===== src/rtl/step_pulse_gen.sv =====
// step_pulse_gen
//   Produces the single-cycle `step` qualifier used to gate loadable registers.
//   In single-step mode each debounced button press yields exactly one pulse.
//   In run mode a free-running divider yields one pulse every RUN_DIV cycles.
//
// Ports
//   clk        in   system clock, rising edge
//   rst        in   asynchronous, active-high reset
//   btn        in   raw pushbutton (asynchronous, bouncing), 1 = pressed
//   run_mode   in   raw slide switch (asynchronous), 1 = run, 0 = single-step
//   step       out  registered single-cycle step qualifier
//   btn_level  out  registered debounced button level
//   run_active out  synchronized run_mode
//   step_cnt   out  number of step pulses issued, wraps at 16 bits
//
// Parameters
//   DB_CYCLES  stable synchronized samples needed to accept a level change (>= 2)
//   RUN_DIV    step period in run mode, in clk cycles (>= 2)
module step_pulse_gen #(
  parameter int DB_CYCLES = 500000,
  parameter int RUN_DIV   = 10000000
) (
  input  logic        clk,
  input  logic        rst,
  input  logic        btn,
  input  logic        run_mode,
  output logic        step,
  output logic        btn_level,
  output logic        run_active,
  output logic [15:0] step_cnt
);

  localparam int DB_W  = (DB_CYCLES > 1) ? $clog2(DB_CYCLES) : 1;
  localparam int DIV_W = (RUN_DIV > 1) ? $clog2(RUN_DIV) : 1;

  localparam logic [DB_W-1:0]  DB_LAST  = DB_W'(DB_CYCLES - 1);
  localparam logic [DB_W-1:0]  DB_ONE   = DB_W'(1);
  localparam logic [DIV_W-1:0] DIV_LAST = DIV_W'(RUN_DIV - 1);
  localparam logic [DIV_W-1:0] DIV_ONE  = DIV_W'(1);

  typedef enum logic [1:0] {
    IDLE         = 2'd0,
    WAIT_PRESS   = 2'd1,
    PRESSED      = 2'd2,
    WAIT_RELEASE = 2'd3
  } db_state_e;

  // Two-flop synchronizers for the asynchronous inputs.
  logic btn_meta_q, btn_s_q;
  logic run_meta_q, run_s_q;

  db_state_e        state_q, state_d;
  logic [DB_W-1:0]  db_cnt_q, db_cnt_d;
  logic [DIV_W-1:0] div_cnt_q, div_cnt_d;
  logic             step_q, step_d;
  logic             btn_level_q, btn_level_d;
  logic [15:0]      step_cnt_q, step_cnt_d;
  logic             press_evt;
  logic             div_wrap;

  always_comb begin
    state_d   = state_q;
    db_cnt_d  = db_cnt_q;
    press_evt = 1'b0;

    case (state_q)
      IDLE: begin
        if (btn_s_q) begin
          state_d  = WAIT_PRESS;
          db_cnt_d = '0;
        end
      end
      WAIT_PRESS: begin
        if (!btn_s_q) begin
          state_d  = IDLE;
          db_cnt_d = '0;
        end else if (db_cnt_q == DB_LAST) begin
          state_d   = PRESSED;
          db_cnt_d  = '0;
          press_evt = 1'b1;
        end else begin
          db_cnt_d = db_cnt_q + DB_ONE;
        end
      end
      PRESSED: begin
        if (!btn_s_q) begin
          state_d  = WAIT_RELEASE;
          db_cnt_d = '0;
        end
      end
      WAIT_RELEASE: begin
        if (btn_s_q) begin
          state_d  = PRESSED;
          db_cnt_d = '0;
        end else if (db_cnt_q == DB_LAST) begin
          state_d  = IDLE;
          db_cnt_d = '0;
        end else begin
          db_cnt_d = db_cnt_q + DB_ONE;
        end
      end
      default: begin
        state_d  = IDLE;
        db_cnt_d = '0;
      end
    endcase

    btn_level_d = (state_d == PRESSED) || (state_d == WAIT_RELEASE);

    // Divider only runs in run mode; leaving run mode discards the partial
    // period so the next run always starts from a full period.
    div_wrap = run_s_q && (div_cnt_q == DIV_LAST);
    if (!run_s_q) begin
      div_cnt_d = '0;
    end else if (div_wrap) begin
      div_cnt_d = '0;
    end else begin
      div_cnt_d = div_cnt_q + DIV_ONE;
    end

    // Mode selects exactly one pulse source, so a press coinciding with a
    // wrap can never double up. The step_q term keeps pulses from touching
    // when a wrap and a press straddle a mode change.
    step_d     = (run_s_q ? div_wrap : press_evt) && !step_q;
    step_cnt_d = step_cnt_q + {15'd0, step_d};
  end

  always_ff @(posedge clk or posedge rst) begin
    if (rst) begin
      btn_meta_q  <= 1'b0;
      btn_s_q     <= 1'b0;
      run_meta_q  <= 1'b0;
      run_s_q     <= 1'b0;
      state_q     <= IDLE;
      db_cnt_q    <= '0;
      div_cnt_q   <= '0;
      step_q      <= 1'b0;
      btn_level_q <= 1'b0;
      step_cnt_q  <= '0;
    end else begin
      btn_meta_q  <= btn;
      btn_s_q     <= btn_meta_q;
      run_meta_q  <= run_mode;
      run_s_q     <= run_meta_q;
      state_q     <= state_d;
      db_cnt_q    <= db_cnt_d;
      div_cnt_q   <= div_cnt_d;
      step_q      <= step_d;
      btn_level_q <= btn_level_d;
      step_cnt_q  <= step_cnt_d;
    end
  end

  assign step       = step_q;
  assign btn_level  = btn_level_q;
  assign run_active = run_s_q;
  assign step_cnt   = step_cnt_q;

endmodule


===== config.mk =====
export PLATFORM = sky130hd
export DESIGN_NAME = step_pulse_gen
export DESIGN_NICKNAME = d
export VERILOG_FILES = /design/src/rtl/step_pulse_gen.sv
export SDC_FILE = /design/constraint.sdc
export NUM_CORES = 1
export LEC_CHECK = 0
export CAP_MARGIN = 20
export CORE_MARGIN = 2
export CORE_UTILIZATION = 40
export CTS_CLUSTER_DIAMETER = 50
export DETAILED_ROUTE_END_ITERATION = 8
export SETUP_SLACK_MARGIN = 0.5
export SLEW_MARGIN = 5
export SYNTH_ARGS = -nofsm -noshare
export SYNTH_HDL_FRONTEND = slang
export SYNTH_SLANG_ARGS = --single-unit

===== constraint.sdc =====
create_clock -name clk -period 2.9 [get_ports clk]
set_clock_uncertainty 0.1 [all_clocks]
set_input_delay 0.58 -clock clk [delete_from_list [all_inputs] [get_ports clk]]
set_output_delay 0.58 -clock clk [all_outputs]
set_load 0.02 [all_outputs]

==> flow_metrics.py, run 1 <==
metrics = {
    "clock_network": {
        "clk_latency_ps": 340,
        "cts_tree": "built",
        "cts_root_buffer": "clkbuf_8",
        "clockBufferDepth": 2,
        "cts_buffers": 9,
        "htree_levels": 3,
        "clock_sinks": 67,
        "cts-hold-fix-buffers": 0,
        "clkTransAtPathRegs_ps": 70,
    },
    "yosys": {
        "synthCells": 325,
        "synth-main-ff-cell": "dfrtp_1",
        "yosysWarningCount": 0,
        "synthesis.nets": 333,
        "synth.top_cells.by_area": "dfrtp_1 51%, xnor2_1 7.7%, nor2_1 4.2%, nand2_1 3.8%, nand3_1 3.3%",
        "synth.yosys.seq_area_share_pct": 51.0,
        "synth_area_um2": 3290,
        "ys_ff_latch": 67,
        "synth_edf_count": 0,
        "synth_top_cell_area_share_pct": 51.0,
        "synthArstFlopShare_pct": 100,
        "synth_cell_type_count": 46,
        "synth_top_cell_by_area": "dfrtp_1",
        "avgSynthCellArea_um2": 10.1,
    },
    "sta": {
        "fin_crit_sh_pct": 91.4,
        "setup_tns_ps": 0,
        "max_slew_margin_pct": 51.0,
        "post-route-min-period_ps": 2650,
        "finalHoldViolCount": 0,
        "grt_setup_unrepaired": "true",
        "setup_viol": 0,
        "maxSlewViolCount": 0,
        "worst_pin_slew_ps": 732,
        "setup_slack_ps": 249,
        "fmax_mhz": 377,
    },
    "grt": {
        "grt_first_pass_wirelength_mm": 11.8,
        "grt_pass1_vias": 2513,
        "gr-total-overflow": 0,
        "grt_max_degree": 68,
        "grtUsageTotal_pct": 16.8,
        "antenna_found_initial": 0,
    },
    "finish": {
        "area_delta_synth_final_pct": 25.8,
        "nFillCells": 777,
        "instances_no_fill": 478,
        "multiInputGateArea_um2": 1670,
        "regArea_um2": 1680,
        "antenna-diode-count": 0,
        "layout-drive-gt1-share_pct": 18.2,
        "final_cell_mix": "67 x dfrtp_1, 35 x nor2_1, 31 x nand2_1, 28 x xnor2_1, 22 x clkdlybuf4s50_1",
        "design_area_um2": 4140,
        "fin_nets": 376,
        "final_common_cell": "dfrtp_1",
        "final_core_util_pct": 51.1,
    },
    "routing": {
        "drc": 0,
        "drtIter0Drc": 72,
        "wl_mm": 6.93,
        "avgRoutedWirePerCell_um": 14.5,
        "vias_per_cell": 5.27,
        "firstDrtPassIters": 4,
        "num_vias": 2519,
        "postRouteAntennaNets": 0,
    },
    "run_status": {
        "status": "complete, no violations",
    },
    "die": {
        "ios": 23,
        "rows": 33,
        "core_area_um2": 8090,
        "start_util_pct": 40.6,
        "die_area_um2": 8970,
        "dieWidth_um": 94.7,
        "die_h_um": 94.7,
    },
    "power": {
        "pwr-share-seq_pct": 50.0,
        "p_leak_uw": 0.00172,
        "net-switching-power_uw": 430,
        "intPower_uw": 1490,
        "max-vdd-ir-drop_mv": 0.256,
        "p_comb_share_pct": 4.4,
        "p_sw_share_pct": 22.4,
        "pwr-share-clk_pct": 45.6,
        "p_per_area_nw_per_um2": 464,
    },
    "placement": {
        "place_worst_setup_slack_ps": 129,
        "portBuffers": 22,
        "dpl-instance-area_um2": 3690,
        "post-place-cells": 448,
        "gp_congestion": 0.845,
        "dp_hpwl_mm": 4.51,
    },
    "worst_hold_path": {
        "hold_path.class": "reg2reg",
    },
    "job": {
        "max-cap-violations": 0,
    },
    "worst_setup_path": {
        "required_ps": 3020,
        "crit_fanout": 5,
        "crit_type": "reg2reg",
        "arrival_ps": 2770,
        "start_kind": "flip-flop",
        "endpoint_kind": "flip-flop",
    },
}
state kept, by name, indices dropped and copies added, names as in the netlist:
| signal | flops |
|---|---|
| step_cnt | 16 |
| step | 1 |
| state_q | 2 |
| btn_level | 1 |
| btn_meta_q | 1 |
| div_cnt_q | 24 |
| db_cnt_q | 19 |
| run_active | 1 |
| run_meta_q | 1 |
| btn_s_q | 1 |
critical path, stage by stage, from the launching register on:
cell     delay (ps)
dfrtp_1         420
or4b_4          560
nor4_4          270
nand4_1         200
a21oi_2         240
ha_4            190
ha_4            150
nand2_4          60
nor2_4           90
nand4_1         120
xnor2_1         140
metal layers:
metal | track usage [%] | part of all wire (%) | routed length (um) | up-vias
li1 | - | - | - | 1228
met1 | 22.4 | 47 | 3290 | 1234
met2 | 26.4 | 48 | 3320 | 44
met3 | 4.47 | 3.1 | 212 | 13
met4 | 5.92 | 1.7 | 116 | 0
met5 | 0 | 0 | 0 | -
cell families (layout without fill, tap and decap cells):
family / Yosys count / in the layout / share of synthesized area, %
buffers and inverters: 18 / 66 / 3.39
and+or+nand+nor: 156 / 156 / 25.5
adders and majority gates: 4 / 4 / 1.52
AOI/OAI and AO/OA: 37 / 37 / 7.00
muxes: 3 / 3 / 0.989
xor gates and xnor gates: 40 / 40 / 10.7
DFF: 67 / 67 / 51.0
path summary, 6_finish.rpt:
path                                              start                      to  slack, ps  cells past startpoint
worst max-delay path            div_cnt_q[17]$_DFF_PP0_  step_cnt[14]$_DFF_PP0_        250                     10
worst min-delay path               btn_meta_q$_DFF_PP0_       btn_s_q$_DFF_PP0_        250                      0
worst max register to register  div_cnt_q[17]$_DFF_PP0_  step_cnt[14]$_DFF_PP0_        250                     10
worst min register to register     btn_meta_q$_DFF_PP0_       btn_s_q$_DFF_PP0_        250                      0
max in group asynchronous                           rst  step_cnt[15]$_DFF_PP0_       1890                      3
min in group asynchronous                           rst  div_cnt_q[4]$_DFF_PP0_        520                      3
synth_stat cells, drive strengths merged, types with 2 or more instances:
library cell	count
xnor2	29
a41oi	2
a22o	3
mux2	2
xor2	11
and2	2
ha	4
nand3	22
nand2	34
nor2	37
dfrtp	67
a31oi	9
nor4	5
or2b	3
and3	12
a21oi	10
o22ai	2
clkbuf	3
nand4	12
or4b	3
and4	5
o21ai	8
nor3	11
nand2b	2
a21o	2
inv	7
buf	8
metrics by stage:
step	hold WS [ps]	power (uW)
finish	252	1920
global route	268	2000
CTS	253	1940
detailed placement	235	1060
global placement	237	1060
floorplan	231	1030
timing repair:
action	4_1_cts	5_1_grt
pin swaps	5	12
setup endpoints to repair	12	37
gates resized for setup	5	14
setup buffers	10	3
power groups by stage:
stage          clock network (uW)  logic, uW  registers (uW)
2_1_floorplan                   0       55.3             979
3_3_place_gp                    0       76.6             979
3_5_place_dp                    0       78.2             980
4_1_cts                       900       82.3             961
5_1_grt                       941       95.4             963
6_report                      876       84.2             961
final cells by class:
type | instances | area share (%)
clock buffer | 11 | 3.42
clock inverter | 5 | 2.06
inverter | 7 | 0.635
multi-input combinational | 240 | 40.4
sequential | 67 | 40.5
tap | 105 | 3.17
timing repair buffer | 43 | 9.79
Power figures use the tool's default switching activity.
==> inputs of run 2 (changes only) <==
--- a/config.mk
+++ b/config.mk
@@ -10,6 +10,7 @@
 export CORE_UTILIZATION = 40
 export CTS_CLUSTER_DIAMETER = 50
 export DETAILED_ROUTE_END_ITERATION = 8
+export HOLD_SLACK_MARGIN = 0.1
 export SETUP_SLACK_MARGIN = 0.5
 export SLEW_MARGIN = 5
 export SYNTH_ARGS = -nofsm -noshare
==> results of run 2 <==
Same layout as run 1: the final DEF is identical, and so are final timing and power.
